## src/rtl/cfg_loader_pkg.sv

```systemverilog
// ============================================================================
// Module  : cfg_loader_pkg
// Brief   : Shared state encoding and constants for the config-chain loader.
//           CRC_FETCH exists only when CFG_LOADER_CRC_EN is defined.
// Revision: 1.0 - initial release
// ============================================================================
`default_nettype none

package cfg_loader_pkg;

    localparam int         BYTE_W    = 8;
    localparam logic [7:0] CRC8_POLY = 8'h07;

    typedef enum logic [2:0] {
        ST_IDLE       = 3'd0,
        ST_FETCH      = 3'd1,
        ST_SHIFT_LOW  = 3'd2,
        ST_SHIFT_HIGH = 3'd3,
`ifdef CFG_LOADER_CRC_EN
        ST_CRC_FETCH  = 3'd5,
`endif
        ST_DONE       = 3'd4
    } state_e;

endpackage

`default_nettype wire

```

## src/rtl/cfg_chain_loader_crc8.sv

```systemverilog
// ============================================================================
// Module  : crc8_byte
// Brief   : Combinational CRC-8 update over one byte, MSB first.
//           Elaborated only when CFG_LOADER_CRC_EN is defined.
// Revision: 1.0 - initial release
// ============================================================================
`default_nettype none

`ifdef CFG_LOADER_CRC_EN
module crc8_byte
    import cfg_loader_pkg::*;
(
    input  logic [BYTE_W-1:0] crc_i,
    input  logic [BYTE_W-1:0] data_i,
    output logic [BYTE_W-1:0] crc_o
);

    logic [BYTE_W-1:0] w_crc;

    always_comb begin
        w_crc = crc_i ^ data_i;
        for (int i = 0; i < BYTE_W; i++) begin
            w_crc = w_crc[BYTE_W-1] ? ({w_crc[BYTE_W-2:0], 1'b0} ^ CRC8_POLY)
                                    :  {w_crc[BYTE_W-2:0], 1'b0};
        end
        crc_o = w_crc;
    end

endmodule
`endif

`default_nettype wire

```

## src/rtl/cfg_chain_loader.sv

```systemverilog
// ============================================================================
// Module  : cfg_chain_loader
// Brief   : Serialises bitstream bytes onto the cfg_clk/cfg_value chain pair.
//           Macro CFG_LOADER_CRC_EN adds a trailing CRC-8 byte check.
// Revision: 1.0 - initial release
// ============================================================================
`default_nettype none

module cfg_chain_loader
    import cfg_loader_pkg::*;
#(
    parameter int CHAIN_LEN = 80,
    parameter int CLK_DIV   = 2
) (
    input  logic              clk,
    input  logic              rst_n,
    input  logic              start,
    input  logic [BYTE_W-1:0] in_data,
    input  logic              in_valid,
    output logic              in_ready,
    output logic              cfg_clk,
    output logic              cfg_value,
    output logic              busy,
    output logic              done,
    output logic              crc_err
);

    localparam int CNT_W = $clog2(CHAIN_LEN + 1);
    localparam int DIV_W = (CLK_DIV > 1) ? $clog2(CLK_DIV) : 1;
    localparam logic [CNT_W-1:0] LAST_BIT = CNT_W'(CHAIN_LEN - 1);
    localparam logic [DIV_W-1:0] DIV_LAST = DIV_W'(CLK_DIV - 1);
`ifdef CFG_LOADER_CRC_EN
    localparam state_e ST_AFTER_LAST = ST_CRC_FETCH;
`else
    localparam state_e ST_AFTER_LAST = ST_DONE;
`endif

    state_e            state_q, state_d;
    logic [DIV_W-1:0]  div_q, div_d;
    logic [CNT_W-1:0]  bit_cnt_q, bit_cnt_d;
    logic [2:0]        bit_idx_q, bit_idx_d;
    logic [BYTE_W-1:0] byte_q, byte_d;
    logic              cfg_clk_q, cfg_clk_d;
    logic              cfg_value_q, cfg_value_d;
    logic              in_ready_q, in_ready_d;
    logic              busy_q, busy_d;
    logic              done_q, done_d;
    logic              w_xfer;
    logic              w_div_end;

    assign w_xfer    = in_valid && in_ready_q;
    assign w_div_end = (div_q == DIV_LAST);

    always_ff @(posedge clk) begin
        if (!rst_n) begin
            state_q     <= ST_IDLE;
            div_q       <= '0;
            bit_cnt_q   <= '0;
            bit_idx_q   <= '0;
            byte_q      <= '0;
            cfg_clk_q   <= 1'b0;
            cfg_value_q <= 1'b0;
            in_ready_q  <= 1'b0;
            busy_q      <= 1'b0;
            done_q      <= 1'b0;
        end else begin
            state_q     <= state_d;
            div_q       <= div_d;
            bit_cnt_q   <= bit_cnt_d;
            bit_idx_q   <= bit_idx_d;
            byte_q      <= byte_d;
            cfg_clk_q   <= cfg_clk_d;
            cfg_value_q <= cfg_value_d;
            in_ready_q  <= in_ready_d;
            busy_q      <= busy_d;
            done_q      <= done_d;
        end
    end

    always_comb begin
        state_d   = state_q;
        div_d     = div_q;
        bit_cnt_d = bit_cnt_q;
        bit_idx_d = bit_idx_q;
        byte_d    = byte_q;
        unique case (state_q)
            ST_IDLE: begin
                if (start) begin
                    state_d   = ST_FETCH;
                    bit_cnt_d = '0;
                    bit_idx_d = '0;
                end
            end
            ST_FETCH: begin
                if (w_xfer) begin
                    byte_d  = in_data;
                    div_d   = '0;
                    state_d = ST_SHIFT_LOW;
                end
            end
            ST_SHIFT_LOW: begin
                if (w_div_end) begin
                    div_d   = '0;
                    state_d = ST_SHIFT_HIGH;
                end else begin
                    div_d = div_q + DIV_W'(1);
                end
            end
            ST_SHIFT_HIGH: begin
                if (w_div_end) begin
                    div_d     = '0;
                    byte_d    = {1'b0, byte_q[BYTE_W-1:1]};
                    bit_cnt_d = bit_cnt_q + CNT_W'(1);
                    bit_idx_d = bit_idx_q + 3'd1;
                    if (bit_cnt_q == LAST_BIT) begin
                        state_d = ST_AFTER_LAST;
                    end else if (bit_idx_q == 3'd7) begin
                        state_d = ST_FETCH;
                    end else begin
                        state_d = ST_SHIFT_LOW;
                    end
                end else begin
                    div_d = div_q + DIV_W'(1);
                end
            end
`ifdef CFG_LOADER_CRC_EN
            ST_CRC_FETCH: begin
                if (w_xfer) begin
                    state_d = ST_DONE;
                end
            end
`endif
            ST_DONE: state_d = ST_IDLE;
            default: state_d = ST_IDLE;
        endcase
    end

    // Outputs are decoded from the next state so each port comes straight off a flop.
    always_comb begin
        cfg_clk_d   = (state_d == ST_SHIFT_HIGH);
        in_ready_d  = (state_d == ST_FETCH);
`ifdef CFG_LOADER_CRC_EN
        in_ready_d  = in_ready_d || (state_d == ST_CRC_FETCH);
`endif
        busy_d      = (state_d != ST_IDLE);
        done_d      = (state_d == ST_DONE);
        cfg_value_d = cfg_value_q;
        if ((state_d == ST_SHIFT_LOW) && (state_q != ST_SHIFT_LOW)) begin
            cfg_value_d = byte_d[0];
        end
    end

`ifdef CFG_LOADER_CRC_EN
    logic [BYTE_W-1:0] crc_q, crc_d, w_crc_next;
    logic              crc_err_q, crc_err_d;

    crc8_byte u_crc8 (
        .crc_i  (crc_q),
        .data_i (in_data),
        .crc_o  (w_crc_next)
    );

    always_comb begin
        crc_d     = crc_q;
        crc_err_d = crc_err_q;
        if ((state_q == ST_IDLE) && start) begin
            crc_d     = '0;
            crc_err_d = 1'b0;
        end else if ((state_q == ST_FETCH) && w_xfer) begin
            crc_d = w_crc_next;
        end else if ((state_q == ST_CRC_FETCH) && w_xfer) begin
            crc_err_d = (in_data != crc_q);
        end
    end

    always_ff @(posedge clk) begin
        if (!rst_n) begin
            crc_q     <= '0;
            crc_err_q <= 1'b0;
        end else begin
            crc_q     <= crc_d;
            crc_err_q <= crc_err_d;
        end
    end

    assign crc_err = crc_err_q;
`else
    assign crc_err = 1'b0;
`endif

    assign in_ready  = in_ready_q;
    assign cfg_clk   = cfg_clk_q;
    assign cfg_value = cfg_value_q;
    assign busy      = busy_q;
    assign done      = done_q;

endmodule

`default_nettype wire

```

## config.mk

```make
export PLATFORM = sky130hd
export DESIGN_NAME = cfg_chain_loader
export DESIGN_NICKNAME = d
export VERILOG_FILES = /design/src/rtl/cfg_loader_pkg.sv /design/src/rtl/cfg_chain_loader_crc8.sv /design/src/rtl/cfg_chain_loader.sv
export SDC_FILE = /design/constraint.sdc
export NUM_CORES = 1
export LEC_CHECK = 0
export ABC_AREA = 1
export CORE_ASPECT_RATIO = 1.4
export CORE_UTILIZATION = 48
export CTS_CLUSTER_SIZE = 25
export DETAILED_ROUTE_END_ITERATION = 12
export PLACE_DENSITY = 0.74
export SYNTH_ARGS = -nofsm -noshare
export SYNTH_HDL_FRONTEND = slang
export SYNTH_SLANG_ARGS = --single-unit
```

## constraint.sdc

```tcl
create_clock -name clk -period 1.4 [get_ports clk]
set_input_delay 0.28 -clock clk [delete_from_list [all_inputs] [get_ports clk]]
set_output_delay 0.28 -clock clk [all_outputs]
set_load 0.1 [all_outputs]
```

[Word level (Yosys, flattened, before mapping)]
Index checks and enable logic that the tools add are counted.
Cells by class
  $add $sub $neg: 3
  eq/ne operators: 13
  multiplexer cells: 19
  reductions and logical operators: 11
Operator list (number)
  3-bit two-way mux: 7
  8-bit two-way mux: 2
  8-bit case mux with 2 select lines: 1
  7-bit two-way mux: 2
  7-bit case mux with 2 select lines: 1
  3-bit by 2-bit equality test with 1-bit output (second input constant): 4
  3-bit case mux with 4 select lines: 1
  7-bit by 1-bit adder with 7-bit output (second input constant): 1
  7-bit equality test (second input constant): 1
  3-bit by 1-bit equality test with 1-bit output (second input constant): 2
  3-bit equality test (second input constant): 2
  2-bit inequality test (second input constant): 3
  3-bit case mux with 2 select lines: 1
  3-bit AND reduction: 2
  2-bit nonzero test: 3
  3-bit by 1-bit adder with 3-bit output (second input constant): 1
  3-bit zero test: 1
  3-bit by 2-bit inequality test with 1-bit output (second input constant): 1
  3-bit nonzero test: 1
  1-bit logical AND: 2
  1-bit two-way mux: 2
  2-bit two-way mux: 1
  1-bit case mux with 2 select lines: 1
  2-bit AND reduction: 1
  2 further kinds: 2
Word-level totals
  register bits after elaboration: 27
  output and inout port bits: 6
  logic and storage cells: 57

[Logic depth before layout (Yosys ltp)]
  depth in word-level cells: 7
  mapped depth: 12

[Worst setup path after synthesis]
Ideal clock, no wire load.
  path kind: reg2reg
  from: reg in_ready_q (netlist: in_ready)
  to: reg cfg_value_q (netlist: cfg_value)
  arrival: 1.808 ns
  required time: 1.281 ns
  setup slack: -0.527 ns
  stages on the path, launching flop included: 10
  path buffers: 0
  period minus slack after synthesis: 1.927 ns
  path through: dfxtp_1 -> nand2_1 -> nand3_1 -> nand2_1 -> inv_1 -> nand3_1 -> nor2_1 -> nand3_1 -> nand2_1 -> nor2_1
On the way
  longest elaborated chain between the ends: 5
  elaborated cells on any way between the ends: 7
  those cells by class: 1 x eq/ne; 4 x mux; 2 x reduce/logical
Ends and longest elaborated chain
  from (decl): RTL line cfg_chain_loader.sv:45  | logic in_ready_q, in_ready_d;
  from (signal assigned): RTL line cfg_chain_loader.sv:74  | in_ready_q <= in_ready_d;
  1-bit logical AND *: RTL line cfg_chain_loader.sv:51  | assign w_xfer = in_valid && in_ready_q;
  3-bit two-way mux: RTL line cfg_chain_loader.sv:95  | if (w_xfer) begin
  3-bit case mux with 4 select lines: RTL line cfg_chain_loader.sv:86  | unique case (state_q)
  3-bit by 2-bit equality test with 1-bit output: RTL line cfg_chain_loader.sv:148  | if ((state_d == ST_SHIFT_LOW) && (state_q != ST_SHIFT_LOW)) begin
  1-bit logical AND: RTL line cfg_chain_loader.sv:148
  to (signal assigned): RTL line cfg_chain_loader.sv:73  | cfg_value_q <= cfg_value_d;
  to (decl): RTL line cfg_chain_loader.sv:44  | logic cfg_value_q, cfg_value_d;
Every way passes the cells marked *; elsewhere a longest branch is shown, timed or not. The select of a mux whose other input is x is not followed.
A chain may end at the register's enable or synchronous reset.

[Worst setup path after layout]
  from: reg state_q[0]
  to: reg busy_q (netlist: busy)
On the way
  longest elaborated chain between the ends: 3
  elaborated cells on any way between the ends: 10
  those cells by class: 3 x eq/ne; 5 x mux; 2 x reduce/logical
Ends and longest elaborated chain
  from (decl): RTL line cfg_chain_loader.sv:38  | state_e state_q, state_d;
  from (signal assigned): RTL line cfg_chain_loader.sv:67  | state_q <= state_d;
  3-bit by 2-bit equality test with 1-bit output (tied with other cells): RTL line cfg_chain_loader.sv:86
  3-bit case mux with 4 select lines *: RTL line cfg_chain_loader.sv:86
  3-bit nonzero test *: RTL line cfg_chain_loader.sv:145  | busy_d = (state_d != ST_IDLE);
  to (signal assigned): RTL line cfg_chain_loader.sv:75  | busy_q <= busy_d;
  to (decl): RTL line cfg_chain_loader.sv:46  | logic busy_q, busy_d;
Every way passes the cells marked *; elsewhere a longest branch is shown, timed or not.

==> impl_metrics.yaml <==
synthesis:
  async_reset_ff_share_pct: 0
  yosys_warnings: 0
  synth-edff-count: 0
  ys_seq_elements: 27
  synth_cell_type_count: 24
  synth.cell_area_mm2: 0.001287
  syn_nets: 193
  synth_commonest_cells: "35 x nand2_1, 27 x dfxtp_1, 26 x inv_1, 24 x nor2_1, 17 x a21oi_1"
  synthMostInstantiatedCell: "nand2_1"
  yosysTopAreaCell: "dfxtp_1"
  seq_area_frac_synth_pct: 41.98
  synth.area.top_cells: "dfxtp_1 42%, nand2_1 10%, inv_1 7.6%"
  ys.flop_type: "dfxtp_1"
  synthesis.instances: 178
  syn_avg_cell_area_um2: 7.233
  synthDominantCellAreaShare_pct: 41.98
critical_path:
  crit_type: "reg2reg"
  worstPathMaxFanout: 3
  cp.required_ps: 1650
  end_kind: "flop"
  worstPathArrival_ps: 1670
  ff2ff_path_depth: 10
  reg2reg_slack_ps: -20
  r2r-end: "busy"
  cp-start-kind: "flop"
  r2r-start: "state_q[0]"
hold_path:
  min_path_cells: 2
  holdPathEnd: "byte_q[2]"
  min_path_type: "reg2reg"
  hp-start: "byte_q[2]"
clock_network:
  clk_pin_slew_worst_paths_ps: 140
  clkSinkCount: 27
  h-tree-depth: 1
  cts_buffers: 3
  insertion_delay_ps: 330
  cts-hold-fix-buffers: 0
  cts-root-buf: "clkbuf_4"
  cts_tree: "built"
  cts_buffer_depth: 2
sta:
  whs_ps: 476.9
  setup_slack_ps: -16.63
  slew_violations: 0
  tns_ps: -19.38
  rsz0062_at_grt: "true"
  finalSetupViolCount: 2
  fmax_ghz: 0.7059
  finalCritPeriodShare_pct: 101.2
  period_needed_ps: 1417
  clock_skew_ps: 4.673
  hold_viol: 0
global_route:
  met3_usage_pct: 3.725
  busiest_layer: "met2"
  overflow: 0
  antenna_found_initial: 0
  grt_pass1_wl_um: 4774
  use_met2_pct: 37.32
  grt_max_degree: 15
  grt_usage_pct: 22.06
  grt_pass1_vias: 1142
  grt.met1_usage_pct: 25.54
place:
  place_ws_ps: -249.7
  hpwlAfterDp_um: 2191
  dp_cells: 248
  port_buffers: 16
  gp_congestion: 0.9515
routing:
  ant_nets: 0
  drc: 0
  drt-vias-per-instance: 5.070
  first_pass_iters: 4
  drt_wl_total_um: 3151
  routedWlPerCell_um: 12.21
  drt_iter0_drc: 67
  vias: 1308
floorplan:
  die_area_mm2: 0.002896
  die_w_um: 45.77
  core_mm2: 0.002470
  rows: 21
  initial_core_util_pct: 52.13
  die-height_um: 63.28
  ios: 18
final_layout:
  n_antenna_cell: 0
  fillers: 206
  num-nets-final: 240
  syn2layout_area_growth_pct: 43.15
  fin_cells: 258
  drive_gt1_share_pct: 31.25
outcome:
  violations: "setup timing"
  status: "finished, violations left"
power_and_ir_drop:
  powerDensity_mw_per_mm2: 884.5
  peakVddDrop_uv: 864.7
  p_total_mw: 1.630
  p_leak_nw: 0.8500
flow_run:
  maxCapViolCount: 0
==> cell type report <==
class,count,area (um2),area share (%)
multi-input combinational,120,684.4,37.14
sequential,27,551.8,29.94
timing repair buffer,45,427.9,23.22
inverter,28,110.1,5.974
tap,34,42.54,2.308
clock buffer,4,26.28,1.426
==> logic make-up after synthesis <==
kind of cell / count (synthesis) / share of synthesized area [%]
and+or+nand+nor: 83 / 30.42
other: 1 / 0.2913
DFF: 27 / 41.98
AOI/OAI and AO/OA: 33 / 14.67
buffers and inverters: 31 / 9.718
adders and majority gates: 3 / 2.916
==> worst max-delay path by stage <==
stage	from	cells after the start	to	slack, ps
6_report	state_q[0]	10	busy	-20
5_1_grt	state_q[0]	10	busy	-80
4_1_cts	bit_idx_q[0]	10	cfg_value	0.6
3_5_place_dp	in_valid	10	cfg_value	-250
3_3_place_gp	in_valid	10	cfg_value	-250
2_1_floorplan	in_ready	9	cfg_value	30
==> metal layers <==
metal,share of wire [%],routed length (um)
met3,4.2,132
met5,0,0
met4,4.0,127
met2,52,1651
met1,39,1239
==> stage by stage <==
stage / area, um2 / util, %
floorplan: 1291 / -
global placement: 1702 / 68.90
detailed placement: 1702 / 68.90
CTS: 1748 / 70.77
global route: 1843 / 74.62
finish: 1843 / 74.62
==> sequential cells by signal, summed over array words and instances, names as in the netlist <==
| signal | cells |
|---|---|
| cfg_value | 1 |
| bit_cnt_q | 7 |
| busy | 1 |
| bit_idx_q | 3 |
| cfg_clk | 1 |
| state_q | 3 |
| in_ready | 1 |
| div_q | 1 |
| done | 1 |
| byte_q | 8 |
==> cell usage in the layout, fill, tap and decap left out, types with 4 or more instances in the layout <==
cell             Yosys  final
nand2_1             35     32
inv_1               26     24
clkdlybuf4s50_1      0     11
a22oi_1              6      6
nand2_2              3      6
dfxtp_1             27     20
o21ai_0              7      5
nor2_1              24     19
dfxtp_2              0      6
nor3_1               5      4
nand3_1             10      7
buf_4                1     29
a21oi_1             17     17
nor2_2               1      4
nor2_4               2      4
buf_12               0      5
==> power breakdown <==
group	switching (mW)	total (mW)	internal, mW	leakage [nW]
combinational	0.253	0.450	0.197	0.613
sequential	0.0335	0.841	0.808	0.222
clock	0.227	0.339	0.112	0.0150
total	0.513	1.63	1.12	0.850
==> timing repair <==
item / CTS / global route
endpoints found under the setup margin: 4 / 17
setup buffers: 1 / 5
pin swaps: 1 / 4
hold endpoints to repair: 0 / 0
gates resized for setup: 5 / 21
==> critical path, stage by stage (launching register included) <==
cell	delay, ps
dfxtp_2	370
buf_4	110
inv_1	50
nand3_1	110
inv_1	100
nor3_1	250
nand2_2	120
inv_2	70
nand2_1	60
nand2_1	60
nand2_1	40
(Power assumes the default switching activity.)
